--- src/rtl/result_display_pkg.sv ---
// Shared segment codes, FSM encoding and BCD-to-segment helper
// for the result display driver.
package result_display_pkg;

  localparam logic [6:0] SEG_0     = 7'h40;
  localparam logic [6:0] SEG_1     = 7'h79;
  localparam logic [6:0] SEG_2     = 7'h24;
  localparam logic [6:0] SEG_3     = 7'h30;
  localparam logic [6:0] SEG_4     = 7'h19;
  localparam logic [6:0] SEG_5     = 7'h12;
  localparam logic [6:0] SEG_6     = 7'h02;
  localparam logic [6:0] SEG_7     = 7'h78;
  localparam logic [6:0] SEG_8     = 7'h00;
  localparam logic [6:0] SEG_9     = 7'h10;
  localparam logic [6:0] SEG_MINUS = 7'h3F;
  localparam logic [6:0] SEG_BLANK = 7'h7F;
  localparam logic [6:0] SEG_E     = 7'h06;
  localparam logic [6:0] SEG_R     = 7'h2F;

  typedef enum logic [1:0] {
    IDLE   = 2'd0,
    CONV   = 2'd1,
    COMMIT = 2'd2
  } state_t;

  function automatic logic [6:0] bcd_to_seg(
    input logic [3:0] d
  );
    logic [6:0] s;
    case (d)
      4'd0:    s = SEG_0;
      4'd1:    s = SEG_1;
      4'd2:    s = SEG_2;
      4'd3:    s = SEG_3;
      4'd4:    s = SEG_4;
      4'd5:    s = SEG_5;
      4'd6:    s = SEG_6;
      4'd7:    s = SEG_7;
      4'd8:    s = SEG_8;
      4'd9:    s = SEG_9;
      default: s = SEG_BLANK;
    endcase
    return s;
  endfunction

endpackage

--- src/rtl/result_display_driver_bin2bcd.sv ---
// 8-bit to 3-digit BCD, one double-dabble step per cycle.
// done is high during the final step; bcd is valid the cycle after.
module bin2bcd_seq
  import result_display_pkg::*;
(
  input  logic        clk,
  input  logic        rst,
  input  logic        start,
  input  logic [7:0]  bin,
  output logic        done,
  output logic [11:0] bcd
);

  logic [7:0]  sh;
  logic [2:0]  cnt;
  logic        active;
  logic [11:0] adj;

  always_comb begin
    adj = bcd;
    for (int i = 0; i < 3; i++) begin
      if (bcd[i*4 +: 4] >= 4'd5)
        adj[i*4 +: 4] = bcd[i*4 +: 4] + 4'd3;
    end
  end

  assign done = active && (cnt == 3'd7);

  always_ff @(posedge clk) begin
    if (rst) begin
      active <= 1'b0;
      cnt    <= 3'd0;
      sh     <= 8'd0;
      bcd    <= 12'd0;
    end else if (start) begin
      active <= 1'b1;
      cnt    <= 3'd0;
      sh     <= bin;
      bcd    <= 12'd0;
    end else if (active) begin
      {bcd, sh} <= {adj, sh} << 1;
      cnt       <= cnt + 3'd1;
      if (cnt == 3'd7)
        active <= 1'b0;
    end
  end

endmodule

--- src/rtl/result_display_driver.sv ---
// Captures an adder result, converts it to signed decimal and
// scans it onto a 4-digit common-anode 7-segment display.
module result_display_driver
  import result_display_pkg::*;
#(
  parameter int REFRESH_DIV = 100000
) (
  input  logic       clk,
  input  logic       rst,
  input  logic       load,
  input  logic [7:0] res,
  input  logic       ovfl,
  output logic       busy,
  output logic [3:0] an,
  output logic [6:0] seg
);

  localparam int CW = (REFRESH_DIV > 2) ? $clog2(REFRESH_DIV) : 1;

  state_t      state, nstate;
  logic        neg, ovfl_q, start, done;
  logic [7:0]  mag;
  logic [11:0] bcd;
  logic [6:0]  dig [4];
  logic [6:0]  nd  [4];
  logic [CW-1:0] rcnt;
  logic [1:0]  idx;

  assign start = (state == IDLE) && load;
  assign mag   = res[7] ? (~res + 8'd1) : res;

  bin2bcd_seq u_bcd (
    .clk   (clk),
    .rst   (rst),
    .start (start),
    .bin   (mag),
    .done  (done),
    .bcd   (bcd)
  );

  always_comb begin
    nstate = state;
    unique case (state)
      IDLE:    if (load) nstate = CONV;
      CONV:    if (done) nstate = COMMIT;
      COMMIT:  nstate = IDLE;
      default: nstate = IDLE;
    endcase
  end

  // Leading-zero suppression; the ones digit is always shown.
  always_comb begin
    nd[3] = neg ? SEG_MINUS : SEG_BLANK;
    nd[2] = (bcd[11:8] == 4'd0) ? SEG_BLANK : bcd_to_seg(bcd[11:8]);
    nd[1] = (bcd[11:4] == 8'd0) ? SEG_BLANK : bcd_to_seg(bcd[7:4]);
    nd[0] = bcd_to_seg(bcd[3:0]);
    if (ovfl_q) begin
      nd[3] = SEG_BLANK;
      nd[2] = SEG_E;
      nd[1] = SEG_R;
      nd[0] = SEG_R;
    end
  end

  always_ff @(posedge clk) begin
    if (rst) begin
      state  <= IDLE;
      busy   <= 1'b0;
      neg    <= 1'b0;
      ovfl_q <= 1'b0;
      dig[3] <= SEG_BLANK;
      dig[2] <= SEG_BLANK;
      dig[1] <= SEG_BLANK;
      dig[0] <= SEG_0;
    end else begin
      state <= nstate;
      if (start) begin
        neg    <= res[7];
        ovfl_q <= ovfl;
        busy   <= 1'b1;
      end
      if (state == COMMIT) begin
        busy <= 1'b0;
        for (int i = 0; i < 4; i++)
          dig[i] <= nd[i];
      end
    end
  end

  always_ff @(posedge clk) begin
    if (rst) begin
      rcnt <= '0;
      idx  <= 2'd0;
      an   <= 4'b1111;
      seg  <= SEG_BLANK;
    end else begin
      an  <= ~(4'b0001 << idx);
      seg <= dig[idx];
      if (rcnt == CW'(REFRESH_DIV - 1)) begin
        rcnt <= '0;
        idx  <= idx + 2'd1;
      end else begin
        rcnt <= rcnt + CW'(1);
      end
    end
  end

endmodule

--- config.mk ---
export PLATFORM = sky130hd
export DESIGN_NAME = result_display_driver
export DESIGN_NICKNAME = d
export VERILOG_FILES = /design/src/rtl/result_display_pkg.sv /design/src/rtl/result_display_driver_bin2bcd.sv /design/src/rtl/result_display_driver.sv
export SDC_FILE = /design/constraint.sdc
export NUM_CORES = 1
export LEC_CHECK = 0
export CAP_MARGIN = 10
export CELL_PAD_IN_SITES_DETAIL_PLACEMENT = 0
export CELL_PAD_IN_SITES_GLOBAL_PLACEMENT = 1
export CORE_UTILIZATION = 35
export CTS_BUF_LIST = sky130_fd_sc_hd__clkbuf_16
export CTS_CLUSTER_DIAMETER = 30
export DETAILED_ROUTE_END_ITERATION = 10
export PLACE_DENSITY_LB_ADDON = 0.1
export SYNTH_ARGS = -nofsm -noshare
export SYNTH_HDL_FRONTEND = slang
export SYNTH_HIERARCHICAL = 1
export SYNTH_SLANG_ARGS = --single-unit
--- constraint.sdc ---
create_clock -name clk -period 2.05 [get_ports clk]
set_input_delay 0.41 -clock clk [delete_from_list [all_inputs] [get_ports clk]]
set_output_delay 0.41 -clock clk [all_outputs]
set_load 0.005 [all_outputs]
==> reports/qor.yml <==
critical_path:
  cp_max_fo: 5
  critical-path-slowest-cell: "or3b_2"
  arrival_ns: 1.86
  crit_chain: "clkdlybuf4s50_1 -> or3b_2 -> nor2_1 -> and3_1 -> o21ai_0"
  ff2ff_setup_slack_ns: 0.32
  critPathKind: "primary input to flip-flop"
  cpPeakStageDelay_ns: 0.46
  startpoint_type: "primary input"
  required_ns: 2.12
  crit_path_end_kind: "flip-flop"
detailed_routing:
  wirelength_mm: 8.78
  first_pass_iters: 4
  num_vias: 3228
  routedWlPerCell_um: 13.0
  drtIter0Drc: 158
  postRouteAntennaNets: 0
  drcViolationCount: 0
  viasPerCell: 4.79
floorplan:
  core_mm2: 0.0121
  die_x_um: 114
  start_util_pct: 36.1
  pin_count: 24
  die_h_um: 114
  rows: 40
  die-area_mm2: 0.0129
layout:
  fin_area_mm2: 0.00514
  diodes: 0
  finalNonFillerCells: 674
  syn2layout_area_growth_pct: 17.8
  nets: 542
  fillers: 1228
  fin_util_pct: 42.5
  drive_above_1_share_pct: 11.5
flow_run:
  max_cap_violations: 0
clock_tree:
  cts_hold_buf: 0
  cts_buffers: 9
  cts_resized: 0
  clkSinkCount: 81
  clkLatencyLatePin_ns: 0.34
  cts_tree: "built"
  ctsHtreeMaxLevel: 3
  cts-root-buf: "clkbuf_16"
  clockBufferDepth: 2
  clk_pin_slew_ns: 0.06
  post_cts_buffers: 0
pwr:
  power_frac_comb_pct: 9.0
  p_sw_mw: 0.835
  p_total_mw: 3.48
  p_clk_share_pct: 41.4
  power_frac_seq_pct: 49.6
  sw_frac_of_total_pct: 24.0
  cellPowerDensity_mw_per_mm2: 677
  p_leak_nw: 1.80
  internal_power_mw: 2.65
  ir_worst_vdd_v: 0.000379
placed_design:
  post-place-ws_ns: -0.132
  gp_congestion: 0.716
  place_area_mm2: 0.00488
  placed_cells: 658
  dpl.hpwl_mm: 6.45
  port-buffer-count: 23
logic_synthesis:
  synth_area_mm2: 0.00437
  netlist_top_cells_area: "dfxtp_1 27%, edfxtp_1 15%, ha_1 8.3%, nor2_1 4.6%, xnor2_1 4.0%"
  synth_enable_flop_cells: 22
  synth_top_area_cell: "dfxtp_1"
  synth_top_family_by_area: "simple AND/OR/NAND/NOR gates"
  yosys-mux-area-fraction_pct: 7.53
  synth-seq-cells: 81
  synth_fp_nets: 508
  yosysTopAreaCellShare_pct: 27.0
  synth-simple-area-share_pct: 20.5
  yosys_warnings: 6
  synthTopCellsByCount: "59 x dfxtp_1, 54 x nor2_1, 29 x ha_1, 29 x nand2_1, 28 x inv_1"
  synthXorXnorAreaFrac_pct: 4.61
  synth_flop_cell: "dfxtp_1"
  avgSynthCellArea_um2: 9.35
  synthAdderAreaFrac_pct: 8.31
  synth_seq_area_share_pct: 42.2
  synth_most_common_cell: "dfxtp_1"
  synth.distinct_cells: 51
  synth_cells: 467
  synth_compound_area_share_pct: 11.6
  async_reset_ff_share_pct: 0
sta:
  slew_headroom_pct: 57.3
  rsz0062_at_grt: "no"
  tightest_slew_ns: 0.638
  fin_crit_sh_pct: 87.3
  fin_hold_ws_ns: 0.470
  final.setup_skew_ns: 0.00560
  fin_tns_setup_ns: 0
  fmax_mhz: 559
  setup_slack_ns: 0.261
  period_needed_ns: 1.79
  hold_violations: 0
  setup_viol: 0
  maxSlewViolCount: 0
global_routing:
  grt_use_total_pct: 15.1
  grt_overflow: 0
  grt_max_degree: 33
  first_global_vias: 3017
  grt_pass1_wl_mm: 14.9
  antenna_found_initial: 0
min_path:
  min_path_type: "flip-flop to flip-flop"
run_status:
  status: "complete, no violations"
sequential cells by signal, indices dropped and copies added, names as in the netlist:
name	count
u_bcd/bcd	12
rcnt	17
dig	22
ovfl_q	1
busy	1
idx	2
u_bcd/active	1
an	4
state	2
neg	1
u_bcd/sh	8
u_bcd/cnt	3
seg	7
layer usage:
metal	up-vias	track usage (%)	share of wire (%)
met5	-	0	0
met4	0	5.00	1.3
met3	9	4.78	3.5
met2	38	22.8	44
met1	1485	20.3	51
li1	1696	-	-
worst max-delay path, delay by kind of cell:
family | cells | cell delay [ns]
buffers and inverters | 1 | 0.42
AOI/OAI and AO/OA | 1 | 0.11
and+or+nand+nor | 3 | 0.91
cells in the final DEF (no fill, tap or decap), types with 3 or more instances in the layout:
cell,Yosys,routed
clkbuf_16,0,9
nor2_1,54,54
a21oi_1,21,21
nand4b_1,3,3
nor4_1,6,6
or3_1,3,3
nor3_1,10,10
xnor2_1,20,20
nand3b_1,5,5
mux2i_1,16,16
inv_1,28,30
a21boi_0,3,3
xor2_1,3,3
o21ai_0,24,24
o22ai_1,7,7
a2111o_1,4,4
mux2_2,13,13
clkdlybuf4s50_1,0,23
nand2b_1,21,21
edfxtp_1,22,22
nor2b_1,6,6
o211ai_1,4,4
dfxtp_1,59,59
ha_1,29,29
or3b_2,3,3
nand3_1,12,12
nand2_1,29,29
o21a_1,4,4
a31oi_1,4,4
or2_2,3,3
buf_4,1,20
nand4_1,5,5
cell families after synthesis:
family / count (synthesis)
buf+inv: 50
xor+xnor: 23
fa+ha+maj: 29
mux: 30
simple gates: 172
compound gates: 82
flops: 81
path summary, 6_finish.rpt:
path | startpoint | to | cells after the start
setup / recovery | rst | dig[1][0] | 5
hold / removal | dig[1][2] | seg[2] | 2
setup reg to reg | rcnt[0] | rcnt[16] | 6
hold reg to reg | dig[1][2] | seg[2] | 2
area by class of cell:
type | count | area (um2) | area share, %
multi-input cells | 336 | 2300 | 44.7
flip-flops and latches | 81 | 1840 | 35.8
repair buffers | 45 | 420 | 8.17
clock buffers | 9 | 225 | 4.38
well taps | 168 | 210 | 4.09
inverters | 28 | 105 | 2.04
clock inverters | 7 | 41.3 | 0.803
power by group through the flow:
stage	Combinational, mW	Sequential [mW]	Clock, mW
floorplan	0.227	1.74	0
global placement	0.311	1.76	0
detailed placement	0.312	1.76	0
CTS	0.314	1.73	1.50
global route	0.351	1.73	1.57
finish	0.312	1.73	1.44
Note: power is estimated with default switching activity, not from simulation.
